--- src/rtl/btn_cond_pkg.sv ---
`default_nettype none
// ============================================================================
//  Module      : btn_cond_pkg
//  Description : Shared debounce state encodings and board-clock defaults.
//  Revision    : 1.0 - initial release
// ============================================================================
package btn_cond_pkg;

    typedef enum logic [1:0] {
        ST_LOW  = 2'b00,
        ST_RISE = 2'b01,
        ST_HIGH = 2'b10,
        ST_FALL = 2'b11
    } deb_state_t;

    // 10 ms hold time at the 125 MHz board clock
    localparam int unsigned c_deb_cycles_125mhz = 1250000;
    localparam int unsigned c_cnt_w_125mhz      = 21;

endpackage : btn_cond_pkg
`default_nettype wire

--- src/rtl/btn_debounce_ch.sv ---
`default_nettype none
// ============================================================================
//  Module      : btn_debounce_ch
//  Description : One button channel: 2-FF synchroniser, debounce FSM, counter.
//                Press tick present only when BTN_COND_TICK_EN is defined.
//  Revision    : 1.0 - initial release
// ============================================================================
module btn_debounce_ch
    import btn_cond_pkg::*;
#(
    parameter int unsigned DEB_CYCLES = c_deb_cycles_125mhz,
    parameter int unsigned CNT_W      = c_cnt_w_125mhz
) (
    input  logic clk,
    input  logic rst_n,
    input  logic i_btn,
    output logic o_level
`ifdef BTN_COND_TICK_EN
    ,
    output logic o_tick
`endif
);

    localparam logic [CNT_W-1:0] c_cnt_last = CNT_W'(DEB_CYCLES - 1);

    logic             r_sync1;
    logic             r_sync2;
    deb_state_t       r_state;
    logic [CNT_W-1:0] r_cnt;
    logic             r_level;
    deb_state_t       w_state_nxt;
    logic [CNT_W-1:0] w_cnt_nxt;
    logic             w_level_nxt;
`ifdef BTN_COND_TICK_EN
    logic             r_tick;
    logic             w_tick_nxt;
`endif

    always_ff @(posedge clk or negedge rst_n) begin
        if (!rst_n) begin
            r_sync1 <= 1'b0;
            r_sync2 <= 1'b0;
        end else begin
            r_sync1 <= i_btn;
            r_sync2 <= r_sync1;
        end
    end

    always_ff @(posedge clk or negedge rst_n) begin
        if (!rst_n) begin
            r_state <= ST_LOW;
            r_cnt   <= '0;
            r_level <= 1'b0;
`ifdef BTN_COND_TICK_EN
            r_tick  <= 1'b0;
`endif
        end else begin
            r_state <= w_state_nxt;
            r_cnt   <= w_cnt_nxt;
            r_level <= w_level_nxt;
`ifdef BTN_COND_TICK_EN
            r_tick  <= w_tick_nxt;
`endif
        end
    end

    // Any reversal of the synchronised input while counting restarts from LOW/HIGH
    always_comb begin
        w_state_nxt = r_state;
        w_cnt_nxt   = r_cnt;
        w_level_nxt = r_level;
`ifdef BTN_COND_TICK_EN
        w_tick_nxt  = 1'b0;
`endif
        case (r_state)
            ST_LOW: begin
                if (r_sync2) begin
                    w_state_nxt = ST_RISE;
                    w_cnt_nxt   = '0;
                end
            end
            ST_RISE: begin
                if (!r_sync2) begin
                    w_state_nxt = ST_LOW;
                    w_cnt_nxt   = '0;
                end else if (r_cnt == c_cnt_last) begin
                    w_state_nxt = ST_HIGH;
                    w_level_nxt = 1'b1;
`ifdef BTN_COND_TICK_EN
                    w_tick_nxt  = 1'b1;
`endif
                end else begin
                    w_cnt_nxt = r_cnt + 1'b1;
                end
            end
            ST_HIGH: begin
                if (!r_sync2) begin
                    w_state_nxt = ST_FALL;
                    w_cnt_nxt   = '0;
                end
            end
            ST_FALL: begin
                if (r_sync2) begin
                    w_state_nxt = ST_HIGH;
                    w_cnt_nxt   = '0;
                end else if (r_cnt == c_cnt_last) begin
                    w_state_nxt = ST_LOW;
                    w_level_nxt = 1'b0;
                end else begin
                    w_cnt_nxt = r_cnt + 1'b1;
                end
            end
            default: begin
                w_state_nxt = ST_LOW;
                w_cnt_nxt   = '0;
            end
        endcase
    end

    assign o_level = r_level;
`ifdef BTN_COND_TICK_EN
    assign o_tick  = r_tick;
`endif

endmodule : btn_debounce_ch
`default_nettype wire

--- src/rtl/btn_cond.sv ---
`default_nettype none
// ============================================================================
//  Module      : btn_cond
//  Description : Two-button input conditioner (sync + debounce per button).
//                Define BTN_COND_TICK_EN to add the a_tick/b_tick press pulses.
//  Revision    : 1.0 - initial release
// ============================================================================
module btn_cond
    import btn_cond_pkg::*;
#(
    parameter int unsigned DEB_CYCLES = c_deb_cycles_125mhz,
    parameter int unsigned CNT_W      = c_cnt_w_125mhz
) (
    input  logic clk,
    input  logic rst_n,
    input  logic btn_a_in,
    input  logic btn_b_in,
    output logic a,
    output logic b
`ifdef BTN_COND_TICK_EN
    ,
    output logic a_tick,
    output logic b_tick
`endif
);

    btn_debounce_ch #(
        .DEB_CYCLES (DEB_CYCLES),
        .CNT_W      (CNT_W)
    ) u_ch_a (
        .clk     (clk),
        .rst_n   (rst_n),
        .i_btn   (btn_a_in),
        .o_level (a)
`ifdef BTN_COND_TICK_EN
        ,
        .o_tick  (a_tick)
`endif
    );

    btn_debounce_ch #(
        .DEB_CYCLES (DEB_CYCLES),
        .CNT_W      (CNT_W)
    ) u_ch_b (
        .clk     (clk),
        .rst_n   (rst_n),
        .i_btn   (btn_b_in),
        .o_level (b)
`ifdef BTN_COND_TICK_EN
        ,
        .o_tick  (b_tick)
`endif
    );

endmodule : btn_cond
`default_nettype wire

--- config.mk ---
export PLATFORM = sky130hd
export DESIGN_NAME = btn_cond
export DESIGN_NICKNAME = d
export VERILOG_FILES = /design/src/rtl/btn_cond_pkg.sv /design/src/rtl/btn_debounce_ch.sv /design/src/rtl/btn_cond.sv
export SDC_FILE = /design/constraint.sdc
export NUM_CORES = 1
export LEC_CHECK = 0
export BUFFER_PORTS_ARGS = -buffer_cell sky130_fd_sc_hd__buf_2
export CORE_MARGIN = 2
export CORE_UTILIZATION = 54
export CTS_BUF_LIST = sky130_fd_sc_hd__clkbuf_4 sky130_fd_sc_hd__clkbuf_8 sky130_fd_sc_hd__clkbuf_16
export DETAILED_ROUTE_END_ITERATION = 16
export GPL_TIMING_DRIVEN = 0
export PLACE_DENSITY = 0.72
export SYNTH_ARGS = -nofsm -noshare
export SYNTH_HDL_FRONTEND = slang
export SYNTH_HIERARCHICAL = 1
export SYNTH_SLANG_ARGS = --single-unit
--- constraint.sdc ---
create_clock -name clk -period 3.2 [get_ports clk]
set_input_delay 0.32 -clock clk [delete_from_list [all_inputs] [get_ports clk]]
set_output_delay 0.32 -clock clk [all_outputs]
set_load 0.05 [all_outputs]
Word level (Yosys, flattened, before mapping)
Index checks and enable logic that the tools add are counted.
- input bits: 4
- bits in registers: 52
- mux-type cells: 36
- add/subtract/negate cells: 2
- eq/ne operators: 24
- reductions and logical operators: 10
- operators with widths (kind ; number):
    21-bit two-way mux ; 10
    21-bit case mux with 4 select lines ; 2
    21-bit by 1-bit adder with 21-bit output (second input constant) ; 2
    21-bit equality test (second input constant) ; 2
    2-bit two-way mux ; 12
    2-bit by 1-bit != test with 1-bit output (second input constant) ; 8
    2-bit case mux with 4 select lines ; 2
    5-bit AND reduction ; 2
    2-bit equality test (second input constant) ; 4
    1-bit two-way mux ; 8
    2-bit != test (second input constant) ; 4
    4-bit AND reduction ; 2
    3-bit by 1-bit != test with 1-bit output (second input constant) ; 2
    3-bit != test (second input constant) ; 2
    2-bit by 1-bit equality test with 1-bit output (second input constant) ; 2
    2-bit zero test ; 2
    1-bit case mux with 2 select lines ; 2
    2-bit AND reduction ; 2
    2-bit nonzero test ; 2

Logic depth before layout (Yosys ltp)
Gate-level depths: netlist of run 1.
- word-level depth: 4
- gate-level depth with buffers: 7
- depth with buffers taken out: 6

By module
Netlist of run 1, hierarchy kept.
- modules (own cells, without submodules) (module ; area each (um^2) ; cells an instance ; instances):
    btn_debounce_ch ; 1347.5 ; 148 ; 2

Worst setup path after synthesis of run 1
Ideal clock, no wire load.
- kind: register to register
- start: reg u_ch_a.r_cnt[10]
- end: reg with a tool-made name
- required time: 3.075 ns
- period minus slack after synthesis: 2.051 ns
- stages on the path, launching flop included: 6
- slack: 1.149 ns
- library setup time: 0.125 ns
- arrival time: 1.926 ns
- path buffers: 0
- cells stage by stage: dfrtp_1 -> or4b_1 -> or4_4 -> nor3_2 -> nand2_1 -> mux2_4
- RTL lines (what ; RTL line ; source):
    from (decl) ; btn_debounce_ch.sv:29 ; logic [CNT_W-1:0] r_cnt;
    from (signal assigned) ; btn_debounce_ch.sv:59 ; r_cnt <= w_cnt_nxt;

Worst setup path in the final report of run 1
- start: reg u_ch_a.r_cnt[10]
- end: reg u_ch_a.r_cnt[10]
- word-level cells in the longest chain between the ends: 4
- RTL lines (what ; RTL line ; source):
    21-bit by 1-bit adder with 21-bit output / 21-bit equality test (equally long branches) ; - ;
    21-bit two-way mux (*) ; btn_debounce_ch.sv:86, btn_debounce_ch.sv:106 ;
    21-bit two-way mux, on equally long branches ; btn_debounce_ch.sv:103, btn_debounce_ch.sv:83 ;
    21-bit case mux with 4 select lines (*) ; btn_debounce_ch.sv:75 ; case (r_state)
Mark *: on every way between the ends. The rest lies on a longest branch, timed or not.
A chain may end at the register's enable or synchronous reset.

==> impl_metrics.yaml, run 1 <==
outcome:
  status: "completed"
place:
  port_buffers: 5
  dpl.hpwl_microns: 3596
  gp_congestion: 0.9033
cts:
  cts-resized-gates: 0
  cts_buffer_depth: 2
  htreeDepth: 2
  clock_latency_ns: 0.31
  cts_tree: "built"
  root_buffer: "clkbuf_8"
  hold_buffers: 0
  cts_setup_buffers: 0
  clk_pin_slew_ns: 0.08
  cts_buffers: 5
  clock_sinks: 52
min_path:
  hold_end: "u_ch_b/r_sync1$_DFF_PN0_"
  hold_path_class: "input pin to register"
  min_path_cells: 1
  worstHoldStart: "btn_b_in"
route:
  first_pass_iters: 4
  antenna_left: 0
  dr_total_vias: 2110
  post_drt_wl_per_cell_microns: 13.76
  viasPerCell: 5.612
  wl_microns: 5172
  drtIter0Drc: 163
  drc: 0
timing:
  setup_violations: 0
  hold_viol_final: 0
  fmax_mhz: 457.9
  period_needed_ns: 2.184
  skew_ns: 0.007494
  grt_setup_unrepaired: "false"
  tightest_slew_ns: 1.107
  relSlewSlack_pct: 26.19
  slew_viol_final: 0
  tns_ns: 0
  min_period_over_period_pct: 68.25
synth:
  synth-async-reset-ratio_pct: 100.0
  synth-seq-cells: 52
  synth_top_cell_area_share_pct: 48.28
  avgSynthCellArea_sq_um: 9.105
  syn_nets: 302
  synth.top_cells.by_count: "dfrtp_1, nor2_1, nand2_1"
  syn_area_sq_um: 2695
  synthFlopType: "dfrtp_1"
  yosysSeqAreaShare_pct: 48.28
  synth_area_leaders: "dfrtp_1, xor2_1, nor2_1"
  yosysMostFrequentCell: "dfrtp_1"
  synth_edf_count: 0
  post_synth_num_cell_types: 34
  yosys_warnings: 6
  synth_top_cell_by_area: "dfrtp_1"
  synth_cells: 296
critical_path:
  worstReg2RegStart: "u_ch_a/r_cnt[10]$_DFFE_PN0P_"
  worstPathArrival_ns: 2.35
  reg2reg_depth: 5
  end_kind: "register"
  critical_path_class: "register to register"
  required_ns: 3.36
  cp_max_fo: 5
  ff2ff_setup_slack_ns: 1.02
  r2r-end: "u_ch_a/r_cnt[10]$_DFFE_PN0P_"
  start_kind: "register"
global_route:
  gr-total-overflow: 0
  antenna_found_initial: 0
  grt_pass1_vias: 1926
  grt_max_degree: 53
  grt.total_usage_pct: 21.18
  grt_pass1_wl_microns: 9032
power:
  p_per_area_nw_per_um2: 387.8
  power.leakage_nw: 1.189
  p_total_mw: 1.125
  peakVddDrop_uv: 262.0
die:
  core_area_sq_um: 4755
  rows: 25
  top_level_ports: 6
  die_area_sq_um: 5572
  die_width_microns: 74.65
  fp.dieH_microns: 74.65
  start_util_pct: 56.68
finish:
  drive_gt1_share_pct: 8.091
  fin_nets: 314
  final_util_pct: 61.03
  syn_to_final_growth_pct: 7.660
  diodes: 0
run:
  drv_cap: 0
[layout make-up]
type | count | area (sq um)
tap | 67 | 83.83
multi-input combinational | 222 | 1309
sequential | 52 | 1301
inverter | 12 | 45.04
fill | 430 | 1853
buffer | 10 | 40.04
timing repair buffer | 5 | 25.02
clock buffer | 8 | 97.59
[kinds of logic (layout without fill, tap and decap cells)]
| group | Yosys count | after routing | share of synthesized area [%] |
|---|---|---|---|
| buffers and inverters | 22 | 35 | 3.157 |
| adders and majority gates | 2 | 2 | 0.9284 |
| muxes | 2 | 2 | 1.114 |
| DFF | 52 | 52 | 48.28 |
| and+or+nand+nor | 144 | 144 | 27.85 |
| xor gates and xnor gates | 24 | 24 | 7.799 |
| AOI/OAI and AO/OA | 50 | 50 | 10.86 |
[metal layers]
metal  vias up  track usage (%)  routed length, microns
li1       1062                -                       -
met3         5            4.418                     234
met4         0            6.349                      51
met1       998            32.64                    2682
met5         -                0                       0
met2        45            30.09                    2203
[report_power, final]
part           total (mW)  switching [mW]  internal, mW
Sequential          0.672         0.00719         0.664
Clock               0.397           0.203         0.194
Combinational      0.0563          0.0415        0.0148
Total                1.13           0.252         0.873
[sequential cells by signal, summed over array words and instances (netlist names), named ones only]
register	cells
u_ch_b/r_cnt	21
u_ch_a/r_cnt	21
u_ch_a/o_level	1
u_ch_b/r_sync2	1
u_ch_b/o_level	1
u_ch_b/r_sync1	1
u_ch_a/r_sync1	1
u_ch_b/r_state	1
u_ch_a/r_state	1
u_ch_a/r_sync2	1
[cell usage in the layout (no fill, tap or decap), drive strengths merged, types with 4 or more instances in the layout]
cell type  instances
o2bb2ai            4
inv               12
and3               6
nand4             12
dfrtp             52
xor2              18
a21oi             10
nor2              36
nor3              10
o21ai             24
or3                4
xnor2              6
or4                4
and2               4
clkbuf            18
nand2             34
nor4               8
a31oi              4
nand3             18
buf                5
[stage by stage]
step           hold slack (ns)  std cells  cell area (sq um)  worst slack, ns
2_1_floorplan          0.02441        296               2695            1.149
3_3_place_gp            0.3331        368               2804            1.048
3_5_place_dp            0.3347        368               2804            1.055
4_1_cts                 0.1109        376               2902            1.008
5_1_grt                 0.1011        376               2902           0.8240
6_report                0.1155        376               2902            1.016
[worst max-delay path by stage]
stage,startpoint,end,slack [ns],cells past startpoint
after global routing,u_ch_a/r_cnt[0]$_DFFE_PN0P_,u_ch_a/r_cnt[1]$_DFFE_PN0P_,0.82,7
after detailed placement,u_ch_a/r_cnt[10]$_DFFE_PN0P_,u_ch_a/r_cnt[1]$_DFFE_PN0P_,1.05,5
after CTS,u_ch_a/r_cnt[10]$_DFFE_PN0P_,u_ch_a/r_cnt[10]$_DFFE_PN0P_,1.01,5
after floorplan,u_ch_a/r_cnt[10]$_DFFE_PN0P_,register,1.15,5
final,u_ch_a/r_cnt[10]$_DFFE_PN0P_,u_ch_a/r_cnt[10]$_DFFE_PN0P_,1.02,5
after global placement,u_ch_a/r_cnt[10]$_DFFE_PN0P_,register,1.05,5
[worst max-delay path, stage by stage (launching register included)]
cell and delay [ns]:
dfrtp_1 0.44, or4b_1 0.54, or4_4 0.47, o31ai_1 0.32
xor2_1 0.22, nor2_1 0.06
Power figures use the tool's default switching activity.
==> run 2: changes to the inputs <==
--- a/config.mk
+++ b/config.mk
@@ -5,13 +5,14 @@
 export SDC_FILE = /design/constraint.sdc
 export NUM_CORES = 1
 export LEC_CHECK = 0
+export ABC_AREA = 1
 export BUFFER_PORTS_ARGS = -buffer_cell sky130_fd_sc_hd__buf_2
 export CORE_MARGIN = 2
 export CORE_UTILIZATION = 54
 export CTS_BUF_LIST = sky130_fd_sc_hd__clkbuf_4 sky130_fd_sc_hd__clkbuf_8 sky130_fd_sc_hd__clkbuf_16
 export DETAILED_ROUTE_END_ITERATION = 16
 export GPL_TIMING_DRIVEN = 0
-export PLACE_DENSITY = 0.72
+export PLACE_DENSITY = 0.75
 export SYNTH_ARGS = -nofsm -noshare
 export SYNTH_HDL_FRONTEND = slang
 export SYNTH_HIERARCHICAL = 1
==> constraint.sdc (replaced) <==
create_clock -name clk -period 1.91 [get_ports clk]
set_input_delay 0.191 -clock clk [delete_from_list [all_inputs] [get_ports clk]]
set_output_delay 0.191 -clock clk [all_outputs]
set_load 0.05 [all_outputs]
==> run 2 against run 1 <==
Synthesized cell count increased by 47%; setup slack got worse by 0.74 ns; global-route usage increased by 1.6 points; combinational power increased by 120%; die area increased by 15%; design area increased by 17%; hold slack got worse by 0.026 ns; core utilization about the same; first-iteration DRC count increased by 74%; non-clock buffer count decreased by 6; clock skew increased by 0.0040 ns; fmax increased by 34%; largest cell class unchanged; largest power group unchanged; highest routed layer unchanged.
==> impl_metrics.yaml, run 2 <==
place:
  dpl.hpwl_microns: 4981
  preCtsSetupSlack_ns: 0.3137
  gp_congestion: 0.9316
  port_buffers: 5
  post_dp_cell_area_sq_um: 3241
power:
  power.leakage_nw: 1.648
  p_per_area_nw_per_um2: 607.2
  peakVddDrop_uv: 316.8
  p_total_mw: 2.054
timing:
  tns_ns: 0
  relSlewSlack_pct: 23.77
  tightest_slew_ns: 1.143
  fmax_mhz: 613.8
  setup_violations: 0
  grt_setup_unrepaired: "false"
  hold_viol_final: 0
  min_period_over_period_pct: 85.30
  setup_ws_ns: 0.2808
  skew_ns: 0.01147
  slew_viol_final: 0
  hold_ws_ns: 0.08896
  period_needed_ns: 1.629
global_route:
  gr-total-overflow: 0
  grt_pass1_vias: 2615
  grt_pass1_wl_microns: 11580
  grt_max_degree: 53
  antenna_found_initial: 0
  grt.total_usage_pct: 22.83
cts:
  clock_latency_ns: 0.32
  cts_tree: "built"
  cts_buffers: 5
  root_buffer: "clkbuf_8"
  clk_pin_slew_ns: 0.09
  cts_buffer_depth: 2
  clock_sinks: 52
  cts-resized-gates: 0
  htreeDepth: 2
synth:
  syn_nets: 440
  synth_top_cell_area_share_pct: 41.63
  yosysSeqAreaShare_pct: 41.63
  syn_area_sq_um: 3125
  synth-async-reset-ratio_pct: 100.0
  synth-seq-cells: 52
  synth_top_cell_by_area: "dfrtp_1"
  synthFlopType: "dfrtp_1"
  avgSynthCellArea_sq_um: 7.202
  post_synth_num_cell_types: 24
  synth_cells: 434
  synth_edf_count: 0
  synth.top_cells.by_count: "nand2_1, inv_1, nor2_1"
  synth_area_leaders: "dfrtp_1, nand2_1, nand3_1"
  yosys_warnings: 6
  yosysMostFrequentCell: "nand2_1"
route:
  antenna_left: 0
  drc: 0
  viasPerCell: 5.365
  wl_microns: 6583
  drtIter0Drc: 284
  dr_total_vias: 2795
  first_pass_iters: 5
  post_drt_wl_per_cell_microns: 12.64
finish:
  diodes: 0
  stdcell_area_sq_um: 3382
  reg_top3: "u_ch_a/r_cnt (21), u_ch_b/r_cnt (21)"
  fin_nets: 454
  drive_gt1_share_pct: 9.131
  layout_common_cells: "nand2_1, inv_1, nor2_1"
  syn_to_final_growth_pct: 8.206
  layout_commonest_cell: "nand2_1"
die:
  top_level_ports: 6
  rows: 27
  core_area_sq_um: 5540
  die_width_microns: 80.08
  fp.dieH_microns: 80.08
  start_util_pct: 56.41
  die_area_sq_um: 6413
critical_path:
  crit_buf_inv: 0
  end_kind: "register"
  path_cells: "ha_1 -> nand2_1 -> nor2_2 -> nand3_2 -> nor2_1 -> nand4_1 -> nand3_1 -> nand2_1"
  cp_common_cell: "nand2_1"
  required_ns: 2.12
  start_kind: "register"
  cp_max_fo: 5
  critPathSlowestCell: "dfrtp_1"
  cp_top_family: "simple AND/OR/NAND/NOR gates"
  slowest_delay_ns: 0.40
  critical_path_class: "register to register"
  worstPathArrival_ns: 1.84
min_path:
  hold_path_class: "input pin to async pin"
run:
  drv_cap: 0
outcome:
  status: "completed"
[run 2: cell count changes after synthesis, sizes merged, moves of 8 or more]
cell    previous run  this run
clkbuf            10         0
inv               12        68
nand2             34       108
nand3             18        54
nor2              36        62
nor4               8         0
xor2              18         4
[run 2: timing repair]
item | CTS | global route
hold buffers | 2 | 0
setup buffers | 0 | 0
hold endpoints to repair | 2 | 0
[run 2: final timing paths]
| kind | startpoint | end | slack [ns] | cells after the start |
|---|---|---|---|---|
| max in group asynchronous | rst_n | u_ch_b/o_level$_DFFE_PN0P_ | 1.11 | 1 |
| min | rst_n | u_ch_b/r_cnt[18]$_DFFE_PN0P_ | 0.09 | 1 |
| max | u_ch_b/r_cnt[0]$_DFFE_PN0P_ | u_ch_b/r_cnt[20]$_DFFE_PN0P_ | 0.28 | 8 |
| min in group clk | u_ch_b/r_sync1$_DFF_PN0_ | u_ch_b/r_sync2$_DFF_PN0_ | 0.35 | 0 |
| min reg2reg | u_ch_b/r_sync1$_DFF_PN0_ | u_ch_b/r_sync2$_DFF_PN0_ | 0.35 | 0 |
| max reg2reg | u_ch_b/r_cnt[0]$_DFFE_PN0P_ | u_ch_b/r_cnt[20]$_DFFE_PN0P_ | 0.28 | 8 |
[run 2: worst register-to-register path, delay by kind of cell (launching register included)]
kind | cells | cell delay [ns]
AND/OR/NAND/NOR | 7 | 0.92
flip-flops | 1 | 0.40
adder cells (fa/ha/maj) | 1 | 0.21
[run 2: per-layer routing]
metal	up-vias	track usage, %	share of wire [%]
met4	0	6.949	1.3
met1	1304	33.72	51
met5	-	0	0
met2	53	34.92	44
li1	1429	-	-
met3	9	2.921	3.1
[run 2: where the power goes]
group	leakage, nW	switching, mW	internal [mW]
Clock	0.0614	0.375	0.429
Combinational	0.876	0.0907	0.0324
Sequential	0.710	0.0131	1.11
[run 2: through the flow]
stage          util (%)  instances
6_report          61.04        521
5_1_grt           61.04        521
4_1_cts           61.04        521
3_5_place_dp      58.49        511
3_3_place_gp      58.49        511
2_1_floorplan         -        434
[run 2: cell type report]
type                       instances  area (sq um)
inverter                          68         260.3
clock inverter                     2         38.79
buffer                             2         15.01
timing repair buffer               7         45.04
tap                               72         90.09
fill                             507          2158
clock buffer                       6         82.58
sequential                        52          1301
multi-input combinational        312          1549
[run 2: kinds of logic after synthesis]
| group | after synthesis | synth area share [%] |
|---|---|---|
| flip-flops | 52 | 41.63 |
| AND/OR/NAND/NOR | 264 | 39.87 |
| adder cells (fa/ha/maj) | 2 | 0.8005 |
| AO/OA/AOI/OAI | 40 | 6.725 |
| XOR/XNOR | 6 | 2.162 |
| buffers and inverters | 70 | 8.807 |
